<file path="src/rtl/cpu_pkg.sv">
// Shared core definitions: fetch FSM state encoding, PC arithmetic constants
// and the reset vector used across the core.
package cpu_pkg;

  typedef enum logic [1:0] {
    ST_IDLE = 2'd0,
    ST_REQ  = 2'd1,
    ST_WAIT = 2'd2,
    ST_HOLD = 2'd3
  } fetch_state_t;

  localparam logic [31:0] DEFAULT_RESET_PC = 32'h0000_0000;
  localparam logic [31:0] FETCH_PC_STEP    = 32'd4;
  localparam logic [31:0] FETCH_PC_AHEAD   = 32'd8;
  localparam logic [31:0] WORD_ALIGN_MASK  = 32'hFFFF_FFFC;

  function automatic logic [31:0] align_word(input logic [31:0] addr);
    return addr & WORD_ALIGN_MASK;
  endfunction

endpackage

</file>
<file path="src/rtl/fetch_pc_reg.sv">
// Program counter register with hold / sequential / redirect next-pc selection
// and the read-ahead adder that produces the R15 value for decode.
module fetch_pc_reg
  import cpu_pkg::*;
#(
  parameter logic [31:0] RESET_PC = DEFAULT_RESET_PC,
  parameter logic [31:0] PC_STEP  = FETCH_PC_STEP,
  parameter logic [31:0] PC_AHEAD = FETCH_PC_AHEAD
) (
  input  logic        CLK,
  input  logic        RESET_N,
  input  logic        pc_inc,
  input  logic        pc_redirect,
  input  logic [31:0] redirect_target,
  output logic [31:0] pc,
  output logic [31:0] pc_ahead
);

  logic [31:0] pc_next;

  // A redirect always wins over the sequential step so a squashed fetch can
  // never advance the PC past the branch target.
  always_comb begin
    pc_next = pc;
    if (pc_redirect) begin
      pc_next = align_word(redirect_target);
    end else if (pc_inc) begin
      pc_next = pc + PC_STEP;
    end
  end

  always_ff @(posedge CLK or negedge RESET_N) begin
    if (!RESET_N) begin
      pc <= RESET_PC;
    end else begin
      pc <= pc_next;
    end
  end

  assign pc_ahead = pc + PC_AHEAD;

endmodule

</file>
<file path="src/rtl/fetch_stage.sv">
// Instruction fetch stage: single-outstanding instruction memory request,
// registered output word with valid/ready to decode, and branch redirect squash.
module fetch_stage
  import cpu_pkg::*;
#(
  parameter logic [31:0] RESET_PC = DEFAULT_RESET_PC,
  parameter logic [31:0] PC_STEP  = FETCH_PC_STEP,
  parameter logic [31:0] PC_AHEAD = FETCH_PC_AHEAD
) (
  input  logic        CLK,
  input  logic        RESET_N,
  output logic        IMEM_REQ,
  output logic [31:0] IMEM_ADDR,
  input  logic        IMEM_GNT,
  input  logic        IMEM_RVALID,
  input  logic [31:0] IMEM_RDATA,
  input  logic        BR_TAKEN,
  input  logic [31:0] BR_TARGET,
  output logic        INSTR_VALID,
  input  logic        INSTR_READY,
  output logic [31:0] INSTR,
  output logic [31:0] INSTR_PC,
  output logic [31:0] R15
);

  fetch_state_t state;
  logic         discard;
  logic [31:0]  pc;
  logic [31:0]  pc_ahead;
  logic         capture;

  // A returned word is only kept when it belongs to the current PC stream.
  assign capture = (state == ST_WAIT) && IMEM_RVALID && !discard && !BR_TAKEN;

  fetch_pc_reg #(
    .RESET_PC (RESET_PC),
    .PC_STEP  (PC_STEP),
    .PC_AHEAD (PC_AHEAD)
  ) u_pc_reg (
    .CLK             (CLK),
    .RESET_N         (RESET_N),
    .pc_inc          (capture),
    .pc_redirect     (BR_TAKEN),
    .redirect_target (BR_TARGET),
    .pc              (pc),
    .pc_ahead        (pc_ahead)
  );

  assign IMEM_ADDR = pc;

  // Moore FSM with all handshake and output-register state updated together;
  // BR_TAKEN is tested first in every state so a redirect overrides all else.
  always_ff @(posedge CLK or negedge RESET_N) begin
    if (!RESET_N) begin
      state       <= ST_IDLE;
      discard     <= 1'b0;
      IMEM_REQ    <= 1'b0;
      INSTR_VALID <= 1'b0;
      INSTR       <= 32'h0;
      INSTR_PC    <= RESET_PC;
      R15         <= RESET_PC + PC_AHEAD;
    end else begin
      case (state)
        ST_IDLE: begin
          state    <= ST_REQ;
          IMEM_REQ <= 1'b1;
        end

        ST_REQ: begin
          if (BR_TAKEN) begin
            if (IMEM_GNT) begin
              discard  <= 1'b1;
              IMEM_REQ <= 1'b0;
              state    <= ST_WAIT;
            end
          end else if (IMEM_GNT) begin
            IMEM_REQ <= 1'b0;
            state    <= ST_WAIT;
          end
        end

        // The word for an already-accepted request must still be drained,
        // so a redirect here either drops it now or marks it for dropping.
        ST_WAIT: begin
          if (BR_TAKEN) begin
            if (IMEM_RVALID) begin
              discard  <= 1'b0;
              IMEM_REQ <= 1'b1;
              state    <= ST_REQ;
            end else begin
              discard <= 1'b1;
            end
          end else if (IMEM_RVALID) begin
            if (discard) begin
              discard  <= 1'b0;
              IMEM_REQ <= 1'b1;
              state    <= ST_REQ;
            end else begin
              INSTR       <= IMEM_RDATA;
              INSTR_PC    <= pc;
              R15         <= pc_ahead;
              INSTR_VALID <= 1'b1;
              state       <= ST_HOLD;
            end
          end
        end

        ST_HOLD: begin
          if (BR_TAKEN || INSTR_READY) begin
            INSTR_VALID <= 1'b0;
            IMEM_REQ    <= 1'b1;
            state       <= ST_REQ;
          end
        end

        default: begin
          state       <= ST_IDLE;
          discard     <= 1'b0;
          IMEM_REQ    <= 1'b0;
          INSTR_VALID <= 1'b0;
        end
      endcase
    end
  end

endmodule

</file>
<file path="config.mk">
export PLATFORM = sky130hd
export DESIGN_NAME = fetch_stage
export DESIGN_NICKNAME = d
export VERILOG_FILES = /design/src/rtl/cpu_pkg.sv /design/src/rtl/fetch_pc_reg.sv /design/src/rtl/fetch_stage.sv
export SDC_FILE = /design/constraint.sdc
export NUM_CORES = 1
export LEC_CHECK = 0
export CORE_MARGIN = 3
export CORE_UTILIZATION = 60
export CTS_CLUSTER_SIZE = 16
export DETAILED_ROUTE_END_ITERATION = 16
export DONT_BUFFER_PORTS = 1
export PLACE_DENSITY = 0.86
export SLEW_MARGIN = 15
export SYNTH_ARGS = -nofsm -noshare
export SYNTH_HDL_FRONTEND = slang
export SYNTH_SLANG_ARGS = --single-unit
</file>
<file path="constraint.sdc">
create_clock -name CLK -period 2.7 [get_ports CLK]
set_input_delay 0.27 -clock CLK [delete_from_list [all_inputs] [get_ports CLK]]
set_output_delay 0.27 -clock CLK [all_outputs]
set_load 0.01 [all_outputs]
</file>
==> metrics.md, run 1 <==
| Metric | Value |
|---|---|
| Run status | `finished with violations` |
| Failing checks | `negative hold slack` |
| Slew Limit Fails | `0` |
| Tot GR Track Use | `0.314` |
| Pwr dens | `954 nW/um^2` |
| Iter 0 DRT Violations | `around 620` |
| Post-CTS setup buffers | `0` |
| Post-cts resize count | `0` |
| Dominant cells by area after synthesis | `dfrtp_1 52%, nand2_1 14%, o21ai_0 4.4%, a31oi_1 2.8%, or3_1 2.8%` |
| Clock Sinks | `between 100 and 150` |
| Critical Path RT | `3.10 ns` |
| Buffers and inverters on the worst path | `3` |
| R2R setup slack | `0.28 ns` |
| Post-DR vias/cell | `around 6` |
| Worst R2R Path Depth | `8` |
| Reg-to-Reg Start | `state[0]$_DFFE_PN0P_` |
| RSZ-0062 raised after global routing | `no` |
| Area grow syn2layout | `21.9%` |
| DRT antenna net count | `0` |
| Layout cells sized above 1 | `0.0743` |
| CTS tree | `built` |
| Hold WC Path Type | `in -> async` |
| Die width | `approximately 110 um` |
| EDFF count, synth | `0` |
| Combinational Power Share | `0.147` |
| VDD IR max | `0.000618 V` |
| # diodes | `0` |
| Clock Skew | `between 0.01 and 0.015 ns` |
| F_max | `slightly above 400 MHz` |
| Drt wl/cell | `around 20 um` |
| Routability congestion estimate | `between 0.8 and 0.9` |
| Die height | `about 110 um` |
| Core ar. | `roughly 9500 um^2` |
| Synth cell types | `between 40 and 50` |
| Mapped Area | `5990 um^2` |
| Min cycle time layout | `approximately 2.4 ns` |
| Reg clk slew, reported paths | `0.06 ns` |
| Crit path max-delay family | `buffers and inverters` |
| Initial Util | `0.634` |
| Vias | `approximately 5400` |
| CP Cell Sequence | `inv_1 > ha_1 > nand4b_1 > buf_4 > nor3_1 > xnor2_1 > o21ai_0 > dlygate4sd3_1` |
| Remaining global-route overflow | `0` |
| Flop pwr share | `0.495` |
| Worst-Skew Late Latency | `approximately 0.51 ns` |
| Antenna violations before repair | `0` |
| Synth top area share | `0.522` |
| Yosys top cell by area | `dfrtp_1` |
| Maxcap violations | `0` |
| Pwr Total | `~7000 uW` |
| Syn avg cell area | `roughly 8.8 um^2` |
| Setup_tns | `0 ns` |
| Sequential fraction of the synthesis area | `0.526` |
| Worst Hold Slack | `-0.547 ns` |
| Vias in the first global route | `approximately 5500` |
| Drt first pass iters | `5` |
| Root buffer cell | `clkbuf_8` |
| I/O Pins | `200` |
| Worst EP arrival | `~2.8 ns` |
| Setup CP Type | `reg -> reg` |
| Total Die Area | `11200 um^2` |
| Final setup fails | `0` |
| Crit path largest cell delay | `a little under 0.6 ns` |
| CTS H-tree lvls | `4` |
| Period utilization | `0.895` |
| TritonCTS Buffers | `17` |
| Startpoint types | `flop` |
| Pin count of the biggest net entering global routing | `about 130` |
| Fillcell total | `between 600 and 700` |
| Asr flop ratio synth | `1.00` |
| Port Buffers | `0` |
| Final WL | `about 17000 um` |
| Synth warnings | `0` |
| CTS max path bufs | `2` |
| Worst slew pin tran | `about 0.95 ns` |
| HPWL after DPL | `around 11000 um` |
| Crit path max-delay cell type | `dlygate4sd3_1` |
| Fin nets | `around 800` |
| Final Hold Fails | `126` |
| Synth Register Bits | `126` |
| DRC viols | `0` |
| Cell Rows | `35` |
| Post-CTS Hold Buffers | `65` |
| Net switching power | `roughly 2400 uW` |
| Cell-internal power | `approximately 4600 uW` |
| Power share of the clock group | `0.358` |
| Most frequent cell after synthesis | `nand2_1` |
| Maximum fanout along the worst path | `10` |
| Leak Pwr | `between 0.003 and 0.004 uW` |
| Reg2Reg Capture Point | `u_pc_reg.pc[7]$_DFFE_PN0P_` |
| Switching share of power | `0.339` |
| Slew headroom | `0.368` |
| Critical Path End Type | `flop` |
| Synth Instances | `682` |
| Commonest cells post-synth | `229 x nand2_1, 125 x dfrtp_1, 53 x o21ai_0` |
| Primary FF master, synth | `dfrtp_1` |
| First-pass GRT wire length | `about 28000 um` |
[power by group through the flow]
stage               clock (uW)  combinational, uW  sequential (uW)
finish                    2490               1030             3450
global route              2610               1180             3530
CTS                       2510                998             3450
detailed placement           0                892             3470
global placement             0                820             3460
floorplan                    0                791             3210
[logic make-up (layout without fill, tap and decap cells)]
kind of cell             Yosys count  after routing  share of synthesized area
AND/OR/NAND/NOR                  358            358                      0.274
flip-flops                       126            126                      0.526
AO/OA/AOI/OAI                     97             97                     0.0929
buffers and inverters             66            119                     0.0524
XOR/XNOR                          25             25                     0.0365
adder cells (fa/ha/maj)            6              6                     0.0125
multiplexers                       3              3                    0.00501
other                              1              6                   0.000626
[layer usage]
| metal | part of all wire | up-vias | GRT usage |
|---|---|---|---|
| met2 | 0.50 | 353 | 0.529 |
| met3 | 0.11 | 57 | 0.113 |
| met5 | 0 | - | 0 |
| li1 | - | 2386 | - |
| met4 | 0.035 | 0 | 0.134 |
| met1 | 0.35 | 2572 | 0.364 |
[worst max path at each step]
stage	start	endpoint	depth (start not counted)
2_1_floorplan	u_pc_reg.pc[3]$_DFFE_PN0P_	u_pc_reg.pc[25]$_DFFE_PN0P_	6
3_3_place_gp	state[0]$_DFFE_PN0P_	u_pc_reg.pc[31]$_DFFE_PN0P_	6
3_5_place_dp	state[0]$_DFFE_PN0P_	u_pc_reg.pc[31]$_DFFE_PN0P_	6
4_1_cts	state[0]$_DFFE_PN0P_	u_pc_reg.pc[7]$_DFFE_PN0P_	8
5_1_grt	state[0]$_DFFE_PN0P_	u_pc_reg.pc[7]$_DFFE_PN0P_	8
6_report	state[0]$_DFFE_PN0P_	u_pc_reg.pc[7]$_DFFE_PN0P_	8
[per-stage QoR]
stage | util | hold slack, ns | area, um^2 | std cells | setup WS (ns)
after floorplan | - | -0.0256 | 6010 | 687 | 0.487
after global placement | 0.636 | -0.0222 | 6020 | 773 | 0.507
after detailed placement | 0.636 | -0.0216 | 6020 | 773 | 0.441
after CTS | 0.773 | -0.565 | 7310 | 869 | 0.360
after global routing | 0.772 | -0.582 | 7310 | 869 | 0.111
final | 0.772 | -0.547 | 7310 | 869 | 0.283
[registers in the layout, indices dropped and copies added (netlist names)]
name / cells
INSTR: 32
INSTR_PC: 30
u_pc_reg.pc: 30
R15: 29
state: 2
IMEM_REQ: 1
INSTR_VALID: 1
discard: 1
[final cells by class]
| type | instances | area (um^2) | share of cell area |
|---|---|---|---|
| sequential | 126 | 3150 | 0.432 |
| multi-input combinational | 495 | 2550 | 0.349 |
| timing repair buffer | 79 | 763 | 0.104 |
| clock buffer | 17 | 414 | 0.0567 |
| clock inverter | 14 | 229 | 0.0313 |
| tap | 129 | 161 | 0.0221 |
| inverter | 9 | 33.8 | 0.00462 |
[placed cells by master, fill, tap and decap left out, types with 2 or more instances in the layout]
master	count
nand2_1	229
dfrtp_1	125
dlygate4sd3_1	64
o21ai_0	53
nor2_1	33
a31oi_1	27
or3_1	26
clkbuf_16	16
nand4_1	15
xnor2_1	15
or4_1	13
buf_4	13
nand3_1	11
xor2_1	10
inv_1	9
and4_1	7
nor3_1	6
ha_1	6
conb_1	6
inv_6	6
o31ai_1	5
bufinv_16	5
o211ai_1	4
a21oi_1	3
mux2i_1	3
nor4_1	3
clkinv_4	3
nand4_2	2
and2_1	2
o32ai_1	2
Note: power is estimated with default switching activity, not from simulation.
==> run 2, diff against run 1 <==
CTS_BUF_LIST = sky130_fd_sc_hd__clkbuf_4 sky130_fd_sc_hd__clkbuf_8   (was unset)
==> metrics.md, run 2 (same netlist as run 1, synthesis figures left out) <==
| Metric | Value |
|---|---|
| Setup CP Type | `reg -> reg` |
| Reg-to-Reg Start | `state[0]$_DFFE_PN0P_` |
| HPWL after DPL | `between 10000 and 15000 um` |
| Cell Rows | `35` |
| R2R setup slack | `roughly 0.25 ns` |
| Die height | `106 um` |
| DRT antenna net count | `0` |
| Slew headroom | `0.334` |
| Min cycle time layout | `about 2.4 ns` |
| Final WL | `16600 um` |
| Drt first pass iters | `5` |
| Core ar. | `between 9000 and 10000 um^2` |
| Most used routing layer | `met2` |
| TritonCTS Buffers | `17` |
| Maximum fanout along the worst path | `10` |
| Iter 0 DRT Violations | `576` |
| First-pass GRT wire length | `around 27000 um` |
| Fin nets | `797` |
| Fillcell total | `between 600 and 700` |
| Multi-input logic area | `2550 um^2` |
| Power share of the clock group | `0.301` |
| Pwr dens | `around 900 nW/um^2` |
| Root buffer cell | `clkbuf_8` |
| FF/Latch Area | `between 3000 and 4000 um^2` |
| Post-cts resize count | `0` |
| Maxcap violations | `0` |
| Area grow syn2layout | `17.8%` |
| Met3 Use GR | `0.0990` |
| Post-CTS Hold Buffers | `58` |
| Met2 usage | `0.514` |
| Worst slew pin tran | `0.996 ns` |
| Final Hold Fails | `roughly 130` |
| Critical Path End | `u_pc_reg.pc[7]$_DFFE_PN0P_` |
| Antenna violations before repair | `0` |
| Switching share of power | `0.354` |
| Vias in the first global route | `approximately 5300` |
| Startpoint types | `flop` |
| Worst-Skew Late Latency | `about 0.42 ns` |
| Flop pwr share | `0.541` |
| Worst Hold Slack | `-0.471 ns` |
| Failing checks | `negative hold slack` |
| Setup_tns | `0 ns` |
| CTS H-tree lvls | `4` |
| Remaining global-route overflow | `0` |
| Final setup fails | `0` |
| Commonest cells after routing, fill and taps aside | `229 x nand2_1, 125 x dfrtp_1, 58 x dlygate4sd3_1` |
| CTS tree | `built` |
| Slew Limit Fails | `0` |
| Drt wl/cell | `19.3 um` |
| VDD IR max | `between 0.0005 and 0.0006 V` |
| Biggest regs | `INSTR x32, INSTR_PC x30, u_pc_reg.pc x30` |
| Period utilization | `0.907` |
| Reg2Reg Capture Point | `u_pc_reg.pc[7]$_DFFE_PN0P_` |
| CTS max path bufs | `2` |
| Die width | `between 100 and 150 um` |
| F_max | `about 400 MHz` |
| Pin count of the biggest net entering global routing | `~130` |
| Largest Register | `INSTR` |
| Reg clk slew, reported paths | `roughly 0.08 ns` |
| Max FFs per register | `32` |
| Clock Sinks | `126` |
| Beginning of the critical path | `state[0]$_DFFE_PN0P_` |
| Critical Path RT | `~3 ns` |
| Worst R2R Path Depth | `8` |
| Cell-internal power | `4110 uW` |
| Routability congestion estimate | `0.862` |
| Total Die Area | `11200 um^2` |
| Vias | `~5300` |
| Run status | `finished with violations` |
| RSZ-0062 raised after global routing | `no` |
| GR Util met1 | `0.356` |
| # diodes | `0` |
| Combinational Power Share | `0.158` |
| Layout cells sized above 1 | `0.0737` |
| Leak Pwr | `0.00320 uW` |
| DRC viols | `0` |
| Port Buffers | `0` |
| Post-DR vias/cell | `~6` |
| Tot GR Track Use | `0.303` |
| Clock Skew | `roughly 0.0095 ns` |
| Hold WC Path Type | `in -> async` |
| Final Util | `0.746` |
| Net switching power | `approximately 2300 uW` |
| Commonest non-fill, non-tap cell in the layout | `nand2_1` |
| Critical Path End Type | `flop` |
| I/O Pins | `200` |
| Initial Util | `0.634` |
| Worst EP arrival | `about 2.8 ns` |
==> run 2: cell types whose count changed in the layout (fill, tap and decap cells not counted), sizes merged <==
| cell | before | now |
|---|---|---|
| buf | 15 | 14 |
| dlygate4sd3 | 64 | 58 |
==> run 2: worst min path at each step <==
stage | from | endpoint | slack, ns | cells past startpoint
after floorplan | RESET_N | IMEM_REQ$_DFFE_PN0P_ | -0.03 | 0
after CTS | RESET_N | R15[25]$_DFFE_PN0P_ | -0.48 | 0
after global routing | RESET_N | R15[23]$_DFFE_PN0P_ | -0.50 | 0
after global placement | RESET_N | u_pc_reg.pc[25]$_DFFE_PN0P_ | -0.02 | 0
final | RESET_N | R15[25]$_DFFE_PN0P_ | -0.47 | 0
after detailed placement | RESET_N | INSTR_PC[22]$_DFFE_PN0P_ | -0.02 | 0
==> run 2: cell type report <==
cell class | instances | share of cell area
clock inverter | 14 | 0.0324
timing repair buffer | 72 | 0.0989
tap | 129 | 0.0229
sequential | 126 | 0.447
inverter | 9 | 0.00478
multi-input combinational | 495 | 0.361
clock buffer | 17 | 0.0331
==> run 2: what timing repair did <==
item                                    CTS  global route
endpoints found under the hold margin   183           126
buffers inserted                          0             0
endpoints found under the setup margin    0             0
==> run 2: through the flow <==
step | total power, uW | std cells | instance area, um^2 | setup WS (ns) | hold slack [ns]
floorplan | 4000 | 687 | 6010 | 0.487 | -0.0256
global placement | 4280 | 773 | 6020 | 0.507 | -0.0222
detailed placement | 4360 | 773 | 6020 | 0.441 | -0.0216
CTS | 6360 | 862 | 7060 | 0.363 | -0.484
global route | 6700 | 862 | 7060 | 0.112 | -0.498
finish | 6360 | 862 | 7060 | 0.250 | -0.471
==> run 2: power by group through the flow <==
stage	logic [uW]	clock network [uW]	registers [uW]
CTS	983	1930	3440
finish	1000	1910	3440
global route	1160	2020	3510
detailed placement	892	0	3470
floorplan	791	0	3210
global placement	820	0	3460
==> run 2: critical path, cell delays in order, from the launching register on <==
cell and delay, ns:
dfrtp_1 0.42, inv_1 0.11, ha_1 0.31, nand4b_1 0.15, buf_4 0.20, nor3_1 0.25
xnor2_1 0.18, o21ai_0 0.10, dlygate4sd3_1 0.61
==> run 2: per-layer routing <==
layer,up-vias,share of wire
met5,-,0
met4,0,0.036
met3,53,0.11
met2,325,0.49
met1,2572,0.36
li1,2377,-
